<file path="src/rtl/module_sumador_secuencial.sv">
// Wide adder that reuses one ANCHO-bit ripple-carry slice over N_SLICES cycles.
// Optional macro OVERFLOW_EN adds ov_o, the signed overflow of the top slice.

module module_sumador_secuencial_slice #(
  parameter int ANCHO = 8
) (
  input  logic [ANCHO-1:0] a,
  input  logic [ANCHO-1:0] b,
  input  logic             ci,
`ifdef OVERFLOW_EN
  output logic             ov,
`endif
  output logic [ANCHO-1:0] s,
  output logic             co
);

  logic [ANCHO:0] c;

  always_comb begin
    c    = '0;
    s    = '0;
    c[0] = ci;
    for (int i = 0; i < ANCHO; i++) begin
      s[i]   = a[i] ^ b[i] ^ c[i];
      c[i+1] = (a[i] & b[i]) | (c[i] & (a[i] ^ b[i]));
    end
  end

  assign co = c[ANCHO];
`ifdef OVERFLOW_EN
  // Carry into the MSB differs from carry out of it exactly on signed overflow.
  assign ov = c[ANCHO] ^ c[ANCHO-1];
`endif

endmodule

// Handshake: an operand transfer happens on a rising edge where valid_i && ready_o;
// a result transfer happens on a rising edge where valid_o && ready_i. Once raised,
// valid_o and the result stay put until the transfer completes.
module module_sumador_secuencial #(
  parameter int ANCHO    = 8,
  parameter int N_SLICES = 4
) (
  input  logic                        clk,
  input  logic                        rst_n,
  input  logic                        valid_i,
  output logic                        ready_o,
  input  logic [ANCHO*N_SLICES-1:0]   a_i,
  input  logic [ANCHO*N_SLICES-1:0]   b_i,
  input  logic                        ci_i,
  output logic                        valid_o,
  input  logic                        ready_i,
  output logic [ANCHO*N_SLICES-1:0]   s_o,
  output logic                        co_o,
`ifdef OVERFLOW_EN
  output logic                        ov_o,
`endif
  output logic [1:0]                  state_dbg
);

  localparam int W     = ANCHO * N_SLICES;
  localparam int IDX_W = (N_SLICES > 1) ? $clog2(N_SLICES) : 1;
  localparam logic [IDX_W-1:0] LAST_IDX = IDX_W'(N_SLICES - 1);

  typedef enum logic [1:0] {
    IDLE = 2'd0,
    SUMA = 2'd1,
    DONE = 2'd2
  } state_t;

  state_t           state, state_nxt;
  logic [W-1:0]     a_reg, b_reg, s_reg;
  logic [IDX_W-1:0] idx;
  logic             carry, co_reg;
  logic [ANCHO-1:0] op_a, op_b, slice_s;
  logic             slice_co;
`ifdef OVERFLOW_EN
  logic             slice_ov, ov_reg;
`endif

  // Select the operand slices addressed by idx for the shared adder.
  always_comb begin
    op_a = '0;
    op_b = '0;
    for (int k = 0; k < N_SLICES; k++) begin
      if (idx == IDX_W'(k)) begin
        op_a = a_reg[k*ANCHO +: ANCHO];
        op_b = b_reg[k*ANCHO +: ANCHO];
      end
    end
  end

  module_sumador_secuencial_slice #(
    .ANCHO (ANCHO)
  ) u_slice (
    .a  (op_a),
    .b  (op_b),
    .ci (carry),
`ifdef OVERFLOW_EN
    .ov (slice_ov),
`endif
    .s  (slice_s),
    .co (slice_co)
  );

  always_comb begin
    state_nxt = state;
    case (state)
      IDLE:    if (valid_i) state_nxt = SUMA;
      SUMA:    if (idx == LAST_IDX) state_nxt = DONE;
      DONE:    if (ready_i) state_nxt = IDLE;
      default: state_nxt = IDLE;
    endcase
  end

  always_ff @(posedge clk) begin
    if (!rst_n) begin
      state  <= IDLE;
      a_reg  <= '0;
      b_reg  <= '0;
      s_reg  <= '0;
      idx    <= '0;
      carry  <= 1'b0;
      co_reg <= 1'b0;
`ifdef OVERFLOW_EN
      ov_reg <= 1'b0;
`endif
    end else begin
      state <= state_nxt;
      case (state)
        IDLE: begin
          if (valid_i) begin
            a_reg <= a_i;
            b_reg <= b_i;
            carry <= ci_i;
            idx   <= '0;
          end
        end
        SUMA: begin
          for (int k = 0; k < N_SLICES; k++) begin
            if (idx == IDX_W'(k)) s_reg[k*ANCHO +: ANCHO] <= slice_s;
          end
          carry <= slice_co;
          if (idx == LAST_IDX) begin
            idx    <= '0;
            co_reg <= slice_co;
`ifdef OVERFLOW_EN
            ov_reg <= slice_ov;
`endif
          end else begin
            idx <= idx + IDX_W'(1);
          end
        end
        default: ;
      endcase
    end
  end

  // Handshake flags come straight from the state register.
  assign ready_o   = (state == IDLE);
  assign valid_o   = (state == DONE);
  assign s_o       = s_reg;
  assign co_o      = co_reg;
  assign state_dbg = state;
`ifdef OVERFLOW_EN
  assign ov_o      = ov_reg;
`endif

endmodule

</file>
<file path="config.mk">
export PLATFORM = sky130hd
export DESIGN_NAME = module_sumador_secuencial
export DESIGN_NICKNAME = d
export VERILOG_FILES = /design/src/rtl/module_sumador_secuencial.sv
export SDC_FILE = /design/constraint.sdc
export NUM_CORES = 1
export LEC_CHECK = 0
export ABC_AREA = 1
export CAP_MARGIN = 40
export CORE_MARGIN = 1
export CORE_UTILIZATION = 53
export DETAILED_ROUTE_END_ITERATION = 7
export PLACE_DENSITY_LB_ADDON = 0.08
export REMOVE_ABC_BUFFERS = 1
export SKIP_CTS_REPAIR_TIMING = 1
export SYNTH_ARGS = -nofsm -noshare
export SYNTH_HDL_FRONTEND = slang
export SYNTH_SLANG_ARGS = --single-unit
</file>
<file path="constraint.sdc">
create_clock -name clk -period 9.74 [get_ports clk]
set_input_delay 1.948 -clock clk [delete_from_list [all_inputs] [get_ports clk]]
set_output_delay 1.948 -clock clk [all_outputs]
set_load 0.02 [all_outputs]
</file>
== Word level (Yosys, flattened, before mapping) ==
Cells that the tools add are included.
W data, S select, Z words.

* Add/subtract/negate cells: 1
* Equal/unequal tests: 8
* Mux-type cells: 17
* Bitwise logic cells: 40
* Reductions and logical operators: 10

{| class="wikitable"
|+ Operator list
! cell !! count
|-
| $mux W8 || 8
|-
| $and A1 B1 Y1 || 16
|-
| $xor A1 B1 Y1 || 16
|-
| $reduce_and A2 Y1 || 6
|-
| $mux W2 || 5
|-
| $or A1 B1 Y1 || 8
|-
| $eq A2 B2 Y1 const B || 3
|-
| $pmux W2 S3 || 1
|-
| $eq A2 B1 Y1 const B || 2
|-
| $logic_not A2 Y1 || 2
|-
| $ne A2 B2 Y1 const B || 2
|-
| $pmux W2 S2 || 1
|-
| $reduce_and A3 Y1 || 1
|-
| $add A2 B1 Y2 const B || 1
|-
| $ne A2 B1 Y1 const B || 1
|-
| $pmux W1 S2 || 1
|-
| $reduce_bool A2 Y1 || 1
|-
| $mux W1 || 1
|}

* Flip-flop bits (word level): 102
* Input bits: 69
* Output and inout bits: 37
* Logic and storage cells: 86

== Depth between registers and ports, before layout ==
* Depth in word-level cells: 23
* Depth in mapped cells: 23
* Mapped depth without buffers: 22

== Modules after synthesis ==
From an unflattened synthesis, not the netlist that was laid out.

* Cell total of the unflattened synthesis: 587
* Area total of the unflattened synthesis: 4425.5 µm²

{| class="wikitable"
|+ Modules (own cells, without submodules)
! module !! instances !! cells an instance !! area an instance (µm²) !! seq. area each (µm²)
|-
| module_sumador_secuencial || 1 || 569 || 4227.8 || 2042.0
|-
| module_sumador_secuencial_slice || 1 || 18 || 197.7 || 0.0
|}

== Worst setup path before layout ==
Ideal clock, no wire load.

* Path type: flip-flop to flip-flop
* From: reg idx[0]
* To: reg s_reg[15], in the netlist s_o[15]
* Setup time: 0.116 ns
* Data arrival time: 4.196 ns
* Required time: 9.624 ns
* Path slack: 5.429 ns
* Cell stages (with the launch flop): 22
* Buffers on the path: 2
* Clock period less this slack: 4.311 ns
* Path through: dfxtp_1 inv_1 ha_1 buf_2 inv_1 buf_4 o211ai_1 nand2_1 nand2_1 fa_1 inv_1 fa_1 fa_1 inv_1 fa_1 fa_1 fa_1 fa_1 inv_1 fa_1 nor2_1 nor2_1

* Longest elaborated chain between the ends: 21
* Elaborated cells on any way between the ends: 43
* Classes of those cells: eq/ne: 3; mux: 8; bitwise: 30; reduce/logical: 2

{| class="wikitable"
|+ Ends and longest elaborated chain
! item !! RTL line !! source
|-
| from (decl) || 73 || <nowiki>logic [IDX_W-1:0] idx;</nowiki>
|-
| from (signal assigned) || 151 || <nowiki>idx <= idx + IDX_W'(1);</nowiki>
|-
| $logic_not A2 Y1 || 86 || <nowiki>if (idx == IDX_W'(k)) begin</nowiki>
|-
| $mux W8 (4 in series) || 86 ||
|-
| $xor A1 B1 Y1 || 25 || <nowiki>c[i+1] = (a[i] & b[i]) | (c[i] & (a[i] ^ b[i]));</nowiki>
|-
| $and A1 B1 Y1 || 25 ||
|-
| $or A1 B1 Y1 || 25 ||
|-
| $and A1 B1 Y1 || 25 ||
|-
| $or A1 B1 Y1 || 25 ||
|-
| $and A1 B1 Y1 || 25 ||
|-
| [... 3 more ...] || - ||
|-
| $and A1 B1 Y1 || 25 ||
|-
| $or A1 B1 Y1 || 25 ||
|-
| $and A1 B1 Y1 || 25 ||
|-
| $or A1 B1 Y1 || 25 ||
|-
| $and A1 B1 Y1 || 25 ||
|-
| $or A1 B1 Y1 || 25 ||
|-
| $xor A1 B1 Y1 (*) || 24 || <nowiki>s[i] = a[i] ^ b[i] ^ c[i];</nowiki>
|-
| net slice_s[7] || 75 || <nowiki>logic [ANCHO-1:0] op_a, op_b, slice_s;</nowiki>
|-
| to (signal, indexed assignment) || 141 || <nowiki>if (idx == IDX_W'(k)) s_reg[k*ANCHO +: ANCHO] <= slice_s;</nowiki>
|-
| to (decl) || 72 || <nowiki>logic [W-1:0] a_reg, b_reg, s_reg;</nowiki>
|}

The timed path passes the listed nets; every way through them passes the cells marked *.
A chain may end at the register's enable or synchronous reset.

== Worst setup path in the final report ==
* From: reg idx[0]
* To: reg s_reg[23], in the netlist s_o[23]

The elaborated chain is that of the path after synthesis.

==> flow_metrics.env <==
export IMPL_status="completed"
export IMPL_nNetsFinal=770
export IMPL_gp_congestion=0.838
export IMPL_instances_no_fill=795
export IMPL_grt_use_total_pct=27.0
export IMPL_cts_made_buffers=9
export IMPL_clock_latency_ns=0.37
export IMPL_routedWlPerCell_um=13.9
export IMPL_dieArea_sq_um=8620
export IMPL_path_class="reg2reg"
export IMPL_relSlewSlack_pct=48.4
export IMPL_synth_ff_type="dfxtp_1"
export IMPL_synth_common_cells="nor2_1, dfxtp_1, o21ai_0"
export IMPL_cts_root_buf="clkbuf_8"
export IMPL_reg2reg_from="idx[0]"
export IMPL_highest_layer="met4"
export IMPL_min_delay_start="co_o"
export IMPL_detail_route_wirelength_um=11000
export IMPL_grt_remaining_overflow=0
export IMPL_die_h_um=92.8
export IMPL_hp_class="reg2reg"
export IMPL_synth_edf_count=0
export IMPL_synth_avg_cell_area_sq_um=7.27
export IMPL_vdd_ir_drop_worst_uv=92.9
export IMPL_hold_viol=0
export IMPL_yosysWarnings=0
export IMPL_ys_top_cells_by_area="dfxtp_1, nor2_1, o21ai_0"
export IMPL_num_antenna_cells=0
export IMPL_leakagePower_nw=2.39
export IMPL_tns_ns=0
export IMPL_cp_startpoint="idx[0]"
export IMPL_power_per_cell_area_nw_per_um2=160
export IMPL_reg2reg_depth=19
export IMPL_worstMarginPinSlew_ns=0.774
export IMPL_fillers=683
export IMPL_async_flop_share_pct=0
export IMPL_fin_util_pct=71.4
export IMPL_required_ns=10.01
export IMPL_seqCellArea_sq_um=2040
export IMPL_place_inst=780
export IMPL_htreeDepth=3
export IMPL_num_vias=4160
export IMPL_initial_core_util_pct=55.7
export IMPL_synth_top_area_share_pct=46.7
export IMPL_multi_input_area_sq_um=2070
export IMPL_synth_seq_cells=102
export IMPL_grt_max_degree=98
export IMPL_synth_cell_types=22
export IMPL_finalClockSkew_ns=0.0118
export IMPL_cts_num_sinks=102
export IMPL_postRouteAntennaNets=0
export IMPL_fp_row_count=32
export IMPL_die_width_um=92.8
export IMPL_yosysTopAreaCell="dfxtp_1"
export IMPL_cap_violations=0
export IMPL_drt_met1_wl_um=4660
export IMPL_dp_hpwl_um=7980
export IMPL_netlist_instances=602
export IMPL_antenna_found_initial=0
export IMPL_startpoint_type="register"
export IMPL_drt_pre_antenna_iters=5
export IMPL_drc=0
export IMPL_cts_path_max_buffers=2
export IMPL_netlist_area_sq_um=4370
export IMPL_area_growth_pct=28.1
export IMPL_core_area_sq_um=7850
export IMPL_drt_iter0_drc=185
export IMPL_period_minus_slack_ns=5.05
export IMPL_wl_met2_um=5430
export IMPL_drv_slew=0
export IMPL_max_freq_ghz=0.198
export IMPL_grt_pass1_vias=3904
export IMPL_setup_viol=0
export IMPL_critPathMaxFanout=18
export IMPL_cp_end_kind="register"
export IMPL_boundaryPins=106
export IMPL_cp_arrival_ns=5.32
export IMPL_grt_pass1_wl_um=18300
export IMPL_cts_tree="yes"
export IMPL_avgViaCountPerCell=5.23
export IMPL_rsz0062_at_grt="no"
export IMPL_port_buffers=105
export IMPL_hold_depth=2
export IMPL_period_share_pct=51.8
export IMPL_dr_wl_met3_um=714
export IMPL_path_clk_slew_ns=0.10
export IMPL_yosysSeqAreaShare_pct=46.7
export IMPL_drive_above_1_share_pct=4.47
export IMPL_synth_most_common_cell="nor2_1"
-- placed cells by master (no fill, tap or decap), drive strengths merged --
cell             n
a21boi           4
a21o             2
a21oi           26
buf              4
clkbuf          11
clkdlybuf4s50  104
clkinv           2
clkinvlp         2
dfxtp          102
fa               8
ha               4
inv             25
nand2           67
nand3            6
nor2           214
o211ai           5
o21ai          101
or2              6
-- cell type report --
| cell class | count | share of cell area, % |
|---|---|---|
| Multi-Input combinational cell | 443 | 37.0 |
| Sequential cell | 102 | 36.5 |
| Timing Repair Buffer | 108 | 19.3 |
| Clock buffer | 11 | 2.70 |
| Tap cell | 102 | 2.28 |
| Inverter | 25 | 1.68 |
| Clock inverter | 4 | 0.581 |
-- cell families after synthesis --
| group | count (synthesis) | synth area share, % |
|---|---|---|
| buf+inv | 57 | 5.92 |
| simple gates | 293 | 26.2 |
| fa+ha+maj | 12 | 4.81 |
| compound gates | 138 | 16.4 |
| flops | 102 | 46.7 |
-- final timing paths --
kind | endpoint | slack (ns)
setup / recovery | s_o[23] | 4.69
hold / removal | co_o | 0.48
setup reg to reg | s_o[23] | 4.69
hold reg to reg | co_o | 0.48
-- power by group --
part / switching, W / leakage [nW] / total, W / internal, W
Combinational: 0.000106 / 1.46 / 0.000182 / 0.0000766
Clock: 0.000142 / 0.0876 / 0.000248 / 0.000106
Sequential: 0.0000199 / 0.839 / 0.000467 / 0.000447
-- worst max-delay path, cell delays in order, from the launching register on --
cell      delay [ns]
dfxtp_1         0.40
inv_1           0.10
ha_1            0.44
inv_1           0.51
nor2_1          0.09
nor2_1          0.09
a21boi_0        0.16
fa_1            0.42
inv_1           0.08
fa_1            0.18
fa_1            0.18
inv_1           0.05
fa_1            0.38
fa_1            0.39
fa_1            0.40
fa_1            0.37
inv_1           0.08
fa_1            0.46
nor2_1          0.14
nor2_1          0.06
-- metal layers --
metal  global-route usage (%)  vias up
met3                     5.17       19
met1                     33.7     1891
met4                     8.59        0
met2                     46.9      161
met5                        0        -
li1                         -     2089
-- metrics by stage --
stage	setup slack [ns]	instance area, sq um	total power (W)	hold slack (ns)
global route	4.41	5600	0.000942	0.506
finish	4.69	5600	0.000897	0.477
floorplan	5.31	4210	0.000572	0.447
CTS	4.75	5600	0.000899	0.480
global placement	4.99	5400	0.000651	0.464
detailed placement	4.77	5420	0.000657	0.466
No activity file was read; power rests on OpenSTA's default activity.
